## config.mk

```make
export PLATFORM = sky130hd
export DESIGN_NAME = usb_ep_rx_buffer
export DESIGN_NICKNAME = d
export VERILOG_FILES = /design/src/rtl/usb_pkg.sv /design/src/rtl/usb_ep_ptr.sv /design/src/rtl/usb_ep_rx_buffer.sv
export SDC_FILE = /design/constraint.sdc
export NUM_CORES = 2
export LEC_CHECK = 0
export CAP_MARGIN = 20
export CELL_PAD_IN_SITES_DETAIL_PLACEMENT = 1
export CELL_PAD_IN_SITES_GLOBAL_PLACEMENT = 1
export CORE_MARGIN = 1.5
export CORE_UTILIZATION = 25
export CTS_CLUSTER_DIAMETER = 50
export DETAILED_ROUTE_END_ITERATION = 7
export PLACE_DENSITY_LB_ADDON = 0.1
export SYNTH_ARGS = -nofsm -noshare
export SYNTH_HDL_FRONTEND = slang
export SYNTH_SLANG_ARGS = --single-unit
```

## constraint.sdc

```tcl
create_clock -name clk -period 7 [get_ports clk]
set_input_delay 1.75 -clock clk [delete_from_list [all_inputs] [get_ports clk]]
set_output_delay 1.75 -clock clk [all_outputs]
set_load 0.02 [all_outputs]
```

## src/rtl/usb_pkg.sv

```systemverilog
// Shared USB definitions used by usb_link and the endpoint receive buffer.
package usb_pkg;

    localparam int MAX_EP = 16;

    typedef logic [$clog2(MAX_EP)-1:0] ep_idx_t;

    typedef enum logic [3:0] {
        PID_OUT   = 4'b0001,
        PID_IN    = 4'b1001,
        PID_SOF   = 4'b0101,
        PID_SETUP = 4'b1101,
        PID_DATA0 = 4'b0011,
        PID_DATA1 = 4'b1011,
        PID_ACK   = 4'b0010,
        PID_NAK   = 4'b1010,
        PID_STALL = 4'b1110
    } pid_t;

endpackage

```

## src/rtl/usb_ep_ptr.sv

```systemverilog
// One endpoint's read, committed-write and speculative-write pointers.
module usb_ep_ptr #(
    parameter int AW = 6
) (
    input  logic        clk,
    input  logic        rst,
    input  logic        wr,
    input  logic        commit,
    input  logic        rollback,
    input  logic        flush,
    input  logic        rd_inc,
    output logic [AW:0] rd_ptr,
    output logic [AW:0] cwr_ptr,
    output logic [AW:0] swr_ptr,
    output logic [AW:0] count
);

    logic [AW:0] swr_nxt;

    // Rollback and a new write can share a cycle (SOP restarting an open packet).
    assign swr_nxt = (rollback ? cwr_ptr : swr_ptr) + {{AW{1'b0}}, wr};
    assign count   = cwr_ptr - rd_ptr;

    always_ff @(posedge clk or posedge rst) begin
        if (rst) begin
            rd_ptr  <= '0;
            cwr_ptr <= '0;
            swr_ptr <= '0;
        end else if (flush) begin
            rd_ptr  <= '0;
            cwr_ptr <= '0;
            swr_ptr <= '0;
        end else begin
            rd_ptr  <= rd_ptr + {{AW{1'b0}}, rd_inc};
            swr_ptr <= swr_nxt;
            if (commit) cwr_ptr <= swr_nxt;
        end
    end

endmodule

```

## src/rtl/usb_ep_rx_buffer.sv

```systemverilog
// Multi-endpoint receive buffer: speculative per-endpoint FIFOs with commit on a
// good EOP and rollback on CRC error, overflow, flush or a restarting SOP.
module usb_ep_rx_buffer
    import usb_pkg::*;
#(
    parameter int NUM_EP = 4,
    parameter int DEPTH  = 64,
    localparam int AW    = $clog2(DEPTH)
) (
    input  logic                     clk,
    input  logic                     rst,
    input  logic                     rx_lt_sop,
    input  logic                     rx_lt_eop,
    input  logic                     rx_lt_valid,
    output logic                     rx_lt_ready,
    input  logic [7:0]               rx_lt_data,
    input  logic [3:0]               rx_endp,
    input  logic                     crc16_err,
    input  logic [NUM_EP-1:0]        flush,
    input  logic [3:0]               rd_ep,
    output logic                     rd_valid,
    input  logic                     rd_ready,
    output logic [7:0]               rd_data,
    output logic                     rd_eop,
    output logic [NUM_EP*(AW+1)-1:0] ep_count,
    output logic                     pkt_commit,
    output logic                     pkt_drop
);

    localparam int EPW = (NUM_EP > 1) ? $clog2(NUM_EP) : 1;
    localparam int PW  = AW + 1;

    logic [8:0]        mem [NUM_EP][DEPTH];
    logic [PW-1:0]     rd_ptr [NUM_EP];
    logic [PW-1:0]     cwr_ptr [NUM_EP];
    logic [PW-1:0]     swr_ptr [NUM_EP];
    logic [PW-1:0]     count [NUM_EP];
    logic [NUM_EP-1:0] wr, commit, rollback, rd_inc;

    logic    pkt_open, ovf;
    ep_idx_t cur_ep, new_ep;
    logic    beat, sop_b, eop_b, old_kill, new_open, new_valid, act, full;
    logic    ovf_now, good_eop, bad_eop, wr_ok, fk;
    logic [EPW-1:0] wr_idx, rd_idx;
    logic [PW-1:0]  wr_base, occ_rd, rd_cnt;
    logic [AW-1:0]  rd_addr;

    always_comb begin
        beat      = rx_lt_valid & rx_lt_ready;
        sop_b     = beat & rx_lt_sop;
        eop_b     = beat & rx_lt_eop;
        old_kill  = pkt_open & sop_b;
        new_ep    = sop_b ? rx_endp : cur_ep;
        new_open  = sop_b | pkt_open;
        new_valid = {1'b0, new_ep} < 5'(NUM_EP);

        wr_idx  = '0;
        wr_base = '0;
        occ_rd  = '0;
        fk      = 1'b0;
        for (int k = 0; k < NUM_EP; k++) begin
            if (new_ep == 4'(k)) begin
                wr_idx  = EPW'(k);
                // A restarting SOP on the same endpoint writes over the rolled-back space.
                wr_base = (old_kill && cur_ep == new_ep) ? cwr_ptr[k] : swr_ptr[k];
                occ_rd  = rd_ptr[k];
                fk      = flush[k];
            end
        end
        fk = fk & new_open;

        act      = beat & new_open & new_valid;
        full     = (wr_base - occ_rd) >= PW'(DEPTH);
        ovf_now  = (ovf & ~sop_b) | (act & full);
        good_eop = eop_b & act & ~ovf_now & ~crc16_err;
        bad_eop  = eop_b & new_open & ~good_eop;
        wr_ok    = act & ~full & ~bad_eop;

        for (int k = 0; k < NUM_EP; k++) begin
            wr[k]       = wr_ok & (new_ep == 4'(k));
            commit[k]   = good_eop & (new_ep == 4'(k));
            rollback[k] = (old_kill & (cur_ep == 4'(k))) | (bad_eop & (new_ep == 4'(k)));
            rd_inc[k]   = rd_ready & (rd_ep == 4'(k)) & (count[k] != '0);
        end
    end

    always_comb begin
        rd_idx  = '0;
        rd_cnt  = '0;
        rd_addr = '0;
        for (int k = 0; k < NUM_EP; k++) begin
            if (rd_ep == 4'(k)) begin
                rd_idx  = EPW'(k);
                rd_cnt  = count[k];
                rd_addr = rd_ptr[k][AW-1:0];
            end
        end
        rd_valid          = rd_cnt != '0;
        {rd_eop, rd_data} = mem[rd_idx][rd_addr];
    end

    for (genvar g = 0; g < NUM_EP; g++) begin : g_ep
        usb_ep_ptr #(.AW(AW)) u_ptr (
            .clk      (clk),
            .rst      (rst),
            .wr       (wr[g]),
            .commit   (commit[g]),
            .rollback (rollback[g]),
            .flush    (flush[g]),
            .rd_inc   (rd_inc[g]),
            .rd_ptr   (rd_ptr[g]),
            .cwr_ptr  (cwr_ptr[g]),
            .swr_ptr  (swr_ptr[g]),
            .count    (count[g])
        );
        assign ep_count[g*PW +: PW] = count[g];
    end

    always_ff @(posedge clk) begin
        if (wr_ok) mem[wr_idx][wr_base[AW-1:0]] <= {rx_lt_eop, rx_lt_data};
    end

    always_ff @(posedge clk or posedge rst) begin
        if (rst) begin
            pkt_open    <= 1'b0;
            cur_ep      <= '0;
            ovf         <= 1'b0;
            rx_lt_ready <= 1'b0;
            pkt_commit  <= 1'b0;
            pkt_drop    <= 1'b0;
        end else begin
            rx_lt_ready <= 1'b1;
            pkt_open    <= new_open & ~eop_b & ~fk;
            cur_ep      <= new_ep;
            ovf         <= ovf_now;
            pkt_commit  <= good_eop & ~fk;
            pkt_drop    <= old_kill | bad_eop | fk;
        end
    end

endmodule

```

# ---- After elaboration in Yosys (flattened, before gate mapping)
# Memories as Yosys holds them, arrays and structs flattened.
# Index checks and enable logic that the tools add are counted.
dict set report op_classes {
  bitwise 61
  add_sub_neg 13
  magnitude_cmp 5
  reduce_logical 14
  eq_ne 10
  n_mux 58
}
# op n
set op_table {}
lappend op_table {{$mux 576} 1}
lappend op_table {{$mux 7} 36}
lappend op_table {{$add 7x1->7} 8}
lappend op_table {{$bmux 9 s6} 1}
lappend op_table {{$demux 9 s6} 1}
lappend op_table {{$and 1x1->1} 43}
lappend op_table {{$reduce_bool 7->1} 5}
lappend op_table {{$sub 7x7->7} 5}
lappend op_table {{$mux 9} 3}
lappend op_table {{$eq 4x2->1 const B} 6}
lappend op_table {{$mux 6} 4}
lappend op_table {{$ge 7x7->1 const B} 3}
lappend op_table {{$not 6->7} 2}
lappend op_table {{$eq 4x1->1 const B} 3}
lappend op_table {{$logic_not 4->1} 3}
lappend op_table {{$mux 2} 4}
lappend op_table {{$not 1->1} 8}
lappend op_table {{$or 1x1->1} 8}
lappend op_table {{$reduce_bool 2->1} 4}
lappend op_table {{$lt 7x1->1 const B} 1}
lappend op_table {{$mux 1} 7}
lappend op_table {{$eq 4x4->1} 1}
lappend op_table {{$lt 4x3->1 const B} 1}
lappend op_table {{$mux 4} 1}
lappend op_table {{$logic_and 1x1->1} 2}
dict set report word_totals {
  reg_bits 93
  n_memories 1
  ramBits 2304
  output_inout_bits 41
  elab_cells 180
  input_bits 27
}
# name words word_bits rd rd_clocked_by_memory_dff wr line
set mem_list {}
lappend mem_list {mem 4 576 1 0 1 usb_ep_rx_buffer.sv:33} ;# logic [8:0] mem [NUM_EP][DEPTH];

# ---- Longest topological paths before layout
dict set report depth {
  ltp_word 25
  mapped_depth 29
  mapped_depth_nobuf 27
}

# ---- Modules after synthesis
# Synthesis repeated with hierarchy kept, for this count alone.
dict set report unflattened {
  hier_cells 6756
  hier_area_um2 96981.8
}
# module n_inst seq_area_each_um2 area_each_um2 cells_each
set by_module_without_submodules {}
lappend by_module_without_submodules {usb_ep_rx_buffer 1 69411.6 91282.5 6162}
lappend by_module_without_submodules {{usb_ep_ptr (g_ep[0].u_ptr ...)} 3 525.5 1425.1 148}
lappend by_module_without_submodules {{usb_ep_ptr (g_ep[3].u_ptr)} 1 525.5 1423.9 150}

# ---- Worst setup path after synthesis
# OpenSTA, ideal clock, no wires.
dict set report synth_timing {
  path_kind {input port to flip-flop}
  startpoint {in rx_endp[0]}
  endpoint {reg g_ep[1].u_ptr.swr_ptr[6]}
  required_time_ps 6922
  setup_time_ps 78
  t_arrival_ps 6858
  n_path_buf 3
  stages 25
  slack_ps 64
  path_cell_list {buf_2 > xnor2_1 > nand4_1 > nor2_1 > buf_2 > buf_1 > mux2i_1 > a22oi_1 > o21ai_0 > inv_1 > ha_1 > or3_1 > o21ai_0 > a21oi_1 > xor3_2 > o21ai_2 > nand2_2 > mux2_2 > ha_1 > ha_1 > and3_1 > and3_1 > a21boi_1 > a211o_1 > a21oi_1}
}
dict set report synth_via {
  elab_chain_cells 22
  elab_cells_between_ends 41
  cone_classes {add/sub: 2; order compare: 2; eq/ne: 4; mux: 15; bitwise: 16; reduce/logical: 2}
}
# item line
set synth_lines {}
lappend synth_lines {{start: declaration} usb_ep_rx_buffer.sv:17} ;# input logic [3:0] rx_endp,
lappend synth_lines {{$mux 4 (*)} usb_ep_rx_buffer.sv:53} ;# new_ep = sop_b ? rx_endp : cur_ep;
lappend synth_lines {{$eq 4x4->1} usb_ep_rx_buffer.sv:65} ;# wr_base = (old_kill && cur_ep == new_ep) ? cwr_ptr[k] : swr_ptr[k];
lappend synth_lines {{$logic_and 1x1->1} usb_ep_rx_buffer.sv:65}
lappend synth_lines {{$mux 7} usb_ep_rx_buffer.sv:65}
lappend synth_lines {{$mux 7 (4 in series)} usb_ep_rx_buffer.sv:62} ;# if (new_ep == 4'(k)) begin
lappend synth_lines {{$sub 7x7->7} usb_ep_rx_buffer.sv:73} ;# full = (wr_base - occ_rd) >= PW'(DEPTH);
lappend synth_lines {{$ge 7x7->1} usb_ep_rx_buffer.sv:73}
lappend synth_lines {{$and 1x1->1} usb_ep_rx_buffer.sv:74} ;# ovf_now = (ovf & ~sop_b) | (act & full);
lappend synth_lines {{(+2 left out)} -}
lappend synth_lines {{$and 1x1->1 (2 in series)} usb_ep_rx_buffer.sv:75} ;# good_eop = eop_b & act & ~ovf_now & ~crc16_err;
lappend synth_lines {{$not 1->1} usb_ep_rx_buffer.sv:76} ;# bad_eop = eop_b & new_open & ~good_eop;
lappend synth_lines {{$and 1x1->1} usb_ep_rx_buffer.sv:76}
lappend synth_lines {{$and 1x1->1 / $not 1->1 (equally long branches)} {usb_ep_rx_buffer.sv:82, usb_ep_rx_buffer.sv:77}}
lappend synth_lines {{$or 1x1->1 / $and 1x1->1 (equally long branches)} {usb_ep_rx_buffer.sv:82, usb_ep_rx_buffer.sv:77}}
lappend synth_lines {{$mux 7 / $and 1x1->1 (equally long branches)} {usb_ep_ptr.sv:21, usb_ep_rx_buffer.sv:80}}
lappend synth_lines {{$add 7x1->7 (*)} usb_ep_ptr.sv:21} ;# assign swr_nxt = (rollback ? cwr_ptr : swr_ptr) + {{AW{1'b0}}, wr};
lappend synth_lines {{$mux 7 (*)} usb_ep_ptr.sv:29} ;# end else if (flush) begin
lappend synth_lines {{end signal: assignment} usb_ep_ptr.sv:35} ;# swr_ptr <= swr_nxt;
lappend synth_lines {{end: declaration} usb_ep_ptr.sv:14} ;# output logic [AW:0] swr_ptr,
# Every way passes the cells marked *; elsewhere a longest branch is shown, timed or not.
# A chain may end at the register's enable or synchronous reset.

# ---- Worst setup path in the final report
dict set report layout_timing {
  startpoint {in rd_ep[3]}
  endpoint {out rd_data[6]}
}
dict set report layout_via {
  elab_chain_cells 9
  elab_cells_between_ends 16
  cone_classes {eq/ne: 3; mux: 10; bitwise: 1; reduce/logical: 1; memory: 1}
}
# item line
set layout_lines {}
lappend layout_lines {{start: declaration} usb_ep_rx_buffer.sv:20} ;# input logic [3:0] rd_ep,
lappend layout_lines {{branches (longest 6 deep; another with $mem_v2 4x576)} -}
lappend layout_lines {{$bmux 9 s6 (*)} usb_ep_rx_buffer.sv:99} ;# {rd_eop, rd_data} = mem[rd_idx][rd_addr];
lappend layout_lines {{$mux 9 (implied by the code) (*) (2 in series)} usb_ep_rx_buffer.sv:99}
lappend layout_lines {{end: declaration} usb_ep_rx_buffer.sv:23} ;# output logic [7:0] rd_data,
# Every way passes the cells marked *. The select of a mux whose other input is x is not followed.

==> metrics.cfg <==
[run_status]
status = finished, violations left
failed_checks = setup timing

[final_layout]
final_common_cell = edfxtp_1
fin_util_pct = 33.3
syn2layout_area_growth_pct = 32.6
layout.nets = 8621
drive_above_1_share_pct = 25.8
final_cell_mix = edfxtp_1 (2304), nand2_1 (1552), buf_4 (951)

[detailed_routing]
vias_per_cell = 4.75
first_pass_iters = 5
drc = 0
wl_per_cell_um = 26.6
first_iter_violations = 4480
ant_nets = 0
num_vias = 67100
drt_wl_total_um = 376000

[timing]
finalClockSkew_ps = 58.1
fin_ws_ps = -34.2
min_period_ps = 7030
worstMarginPinSlew_ps = 1140
max_freq_ghz = 0.142
period_share_pct = 100
slew_violations = 0
whs_ps = 487
final_hold_viol_count = 0
finalSetupViolCount = 2
slew-limit-headroom_pct = 24.1
grt_setup_unrepaired = yes

[power_and_ir_drop]
p_comb_share_pct = 5.6
seqPwrFrac_pct = 42.3
peakVddDrop_mv = 0.174
p_switching_mw = 8.60
p_leak_nw = 45.5
p_sw_share_pct = 23.0
pwr-share-clk_pct = 52.1
power_density_nw_per_um2 = 280
p_int_mw = 28.7

[cts]
path_clk_slew_ps = 50
clk_path_buf_depth = 4
cts_tree = done
cts-root-buf = clkbuf_16
numCtsBuffers = 373
postCtsHoldBufs = 0
h-tree-depth = 5
cts.sinks = 2397
insertion_delay_ps = 960

[grt]
track_usage_pct = 18.1
grt_max_degree = 124
grt_pass1_vias = 71700
grt_pass1_wl_um = 537000
grt_antenna_before_repair = 10
grt_overflow = 0

[die]
boundaryPins = 68
initial_core_util_pct = 25.1
dieArea_um2 = 405000
core_area_um2 = 399000
die_y_um = 636
rows = 232
die_w_um = 636

[yosys]
synth-simple-area-share_pct = 11.6
synth_xor_area_share_pct = 0.634
synthesis.nets = 7564
netlist_area_um2 = 100000
synth_compound_area_share_pct = 9.84
synth-seq-cells = 2397
synth_mux_area_share_pct = 3.69
synth_fa_ha_area_share_pct = 0.704
synth_top_family_by_area = simple AND/OR/NAND/NOR gates
synth_edf_count = 2304
ys_warn_count = 0
avgSynthCellArea_um2 = 13.4
synth_flop_cell = edfxtp_1
synthArstFlopShare_pct = 3.88
synthCells = 7483
seq_area_frac_synth_pct = 71.3
yosysUniqueCellTypes = 91

[placed_design]
hpwl_um = 238000
place.gp.congestion = 0.799
place.port_buffers = 67

[critical_path]
crit_chain = buf_2 > or3b_4 > buf_4 > buf_16 > buf_16 > buf_12 > buf_12 > a311oi_4 > a311oi_2 > buf_4 > a211oi_2 > buf_4 > a211oi_2 > a21oi_4 > mux2i_4 > a21oi_4 > buf_12
cp-start-kind = input pin
slowest_stage = or3b_4
worstPathMaxFanout = 14
worstSetupPathType = in -> out
cp.arrival_ps = 5280
worst-path-buf-inv = 9
crit_family = buffers and inverters
cp-end-kind = primary output
required_ps = 5250
slowest_delay_ps = 420

[hold_path]
hold_class = reg -> reg

[flow_run]
maxCapViolations = 0

-- layer usage --
layer / track usage [%] / part of all wire [%] / wire [um] / vias up
li1: - / - / - / 30600
met1: 24.7 / 46 / 174000 / 35100
met2: 30.7 / 48 / 182000 / 998
met3: 2.12 / 3.2 / 12100 / 442
met4: 4.10 / 2.1 / 7970 / 0
met5: 0 / 0 / 0 / -
-- repair_timing --
action | CTS | global route
cloned | 16 | 4
pin swaps | 105 | 57
buffers inserted | 18 | 11
resized for setup | 508 | 133
setup endpoints to repair | 23 | 28
endpoints found under the hold margin | 0 | 0
-- worst min-delay path, cell delays in order, from the launching register on --
cell and delay [ps]:
dfrtp_1 350, nand2_1 50, o21ai_0 60
-- power by group through the flow --
stage | sequential, mW | clock [mW] | combinational, mW
CTS | 15.8 | 20.0 | 2.08
floorplan | 16.0 | 0 | 0.722
detailed placement | 16.1 | 0 | 1.95
finish | 15.8 | 19.4 | 2.08
global placement | 16.1 | 0 | 1.93
global route | 15.8 | 20.5 | 2.21
-- cell type report --
class                   count  area (um2)
repair buffers           1212       11900
clock inverters           254        3130
fillers                 41600      266000
flip-flops and latches   2397       71500
inverters                  60         228
clock buffers             438        9880
well taps                5265        6590
multi-input cells        4496       29700
diodes                      5        12.5
-- flip-flops by register name, summed over array words and instances (netlist names) --
name,flops
cur_ep,4
g_ep.u_ptr.cwr_ptr,28
g_ep.u_ptr.rd_ptr,28
g_ep.u_ptr.swr_ptr,28
mem,2304
ovf,1
pkt_commit,1
pkt_drop,1
pkt_open,1
rx_lt_ready,1
-- logic make-up after synthesis --
logic type | Yosys count
AOI/OAI and AO/OA | 1337
xor gates and xnor gates | 69
adders and majority gates | 54
buffers and inverters | 590
DFF | 2397
muxes | 353
other | 1
and+or+nand+nor | 2682
-- synthesized netlist by cell type (all sizes together), types with 3 or more instances --
master | instances | share of area [%]
edfxtp | 2304 | 69
nand2 | 1567 | 5.9
clkbuf | 439 | 1.6
a311oi | 434 | 3.8
a211oi | 410 | 3.1
nor2 | 358 | 1.4
nand3 | 335 | 1.7
mux2i | 322 | 3.2
nor2b | 316 | 2.0
a21oi | 208 | 1.0
a31oi | 150 | 0.94
dfrtp | 93 | 2.3
buf | 91 | 0.38
inv | 60 | 0.22
ha | 50 | 0.62
o21ai | 50 | 0.25
xnor2 | 47 | 0.41
nor3 | 29 | 0.15
mux2 | 21 | 0.24
xor2 | 20 | 0.17
and3 | 18 | 0.12
and2 | 14 | 0.087
o211ai | 12 | 0.11
mux4 | 10 | 0.22
a21o | 9 | 0.067
nor4 | 9 | 0.056
o22ai | 9 | 0.056
a22oi | 7 | 0.052
nand2b | 7 | 0.044
o32ai | 6 | 0.060
nor3b | 5 | 0.037
or3 | 5 | 0.031
a2111oi | 4 | 0.066
a211o | 4 | 0.035
a221oi | 4 | 0.035
fa | 4 | 0.080
nand4 | 4 | 0.025
o2111ai | 4 | 0.035
o21bai | 4 | 0.030
or4 | 4 | 0.030
a21boi | 3 | 0.026
-- path summary, 6_finish.rpt --
check,slack (ps),end,depth (start not counted),from
setup / recovery,-30,rd_data[6],17,rd_ep[3]
hold / removal,490,ovf,2,ovf
hold reg to reg,490,ovf,2,ovf
max in group asynchronous,4520,g_ep[1].u_ptr.rd_ptr[4],3,rst
min in group asynchronous,1340,g_ep[2].u_ptr.swr_ptr[2],2,rst
setup reg to reg,900,g_ep[0].u_ptr.cwr_ptr[6],24,cur_ep[0]
-- metrics by stage --
stage	cell area, um2	total power [mW]	setup slack [ps]	TNS [ps]	instances
after global routing	133000	38.5	-29.0	-85.7	14100
final	133000	37.3	-34.2	-60.7	14100
after CTS	132000	37.8	-37.2	-53.5	14100
after floorplan	100000	16.8	63.9	0	7483
after detailed placement	116000	18.0	-1290	-1658490	13400
after global placement	116000	18.0	-1370	-1683600	13400
Note: power is estimated with default switching activity, not from simulation.
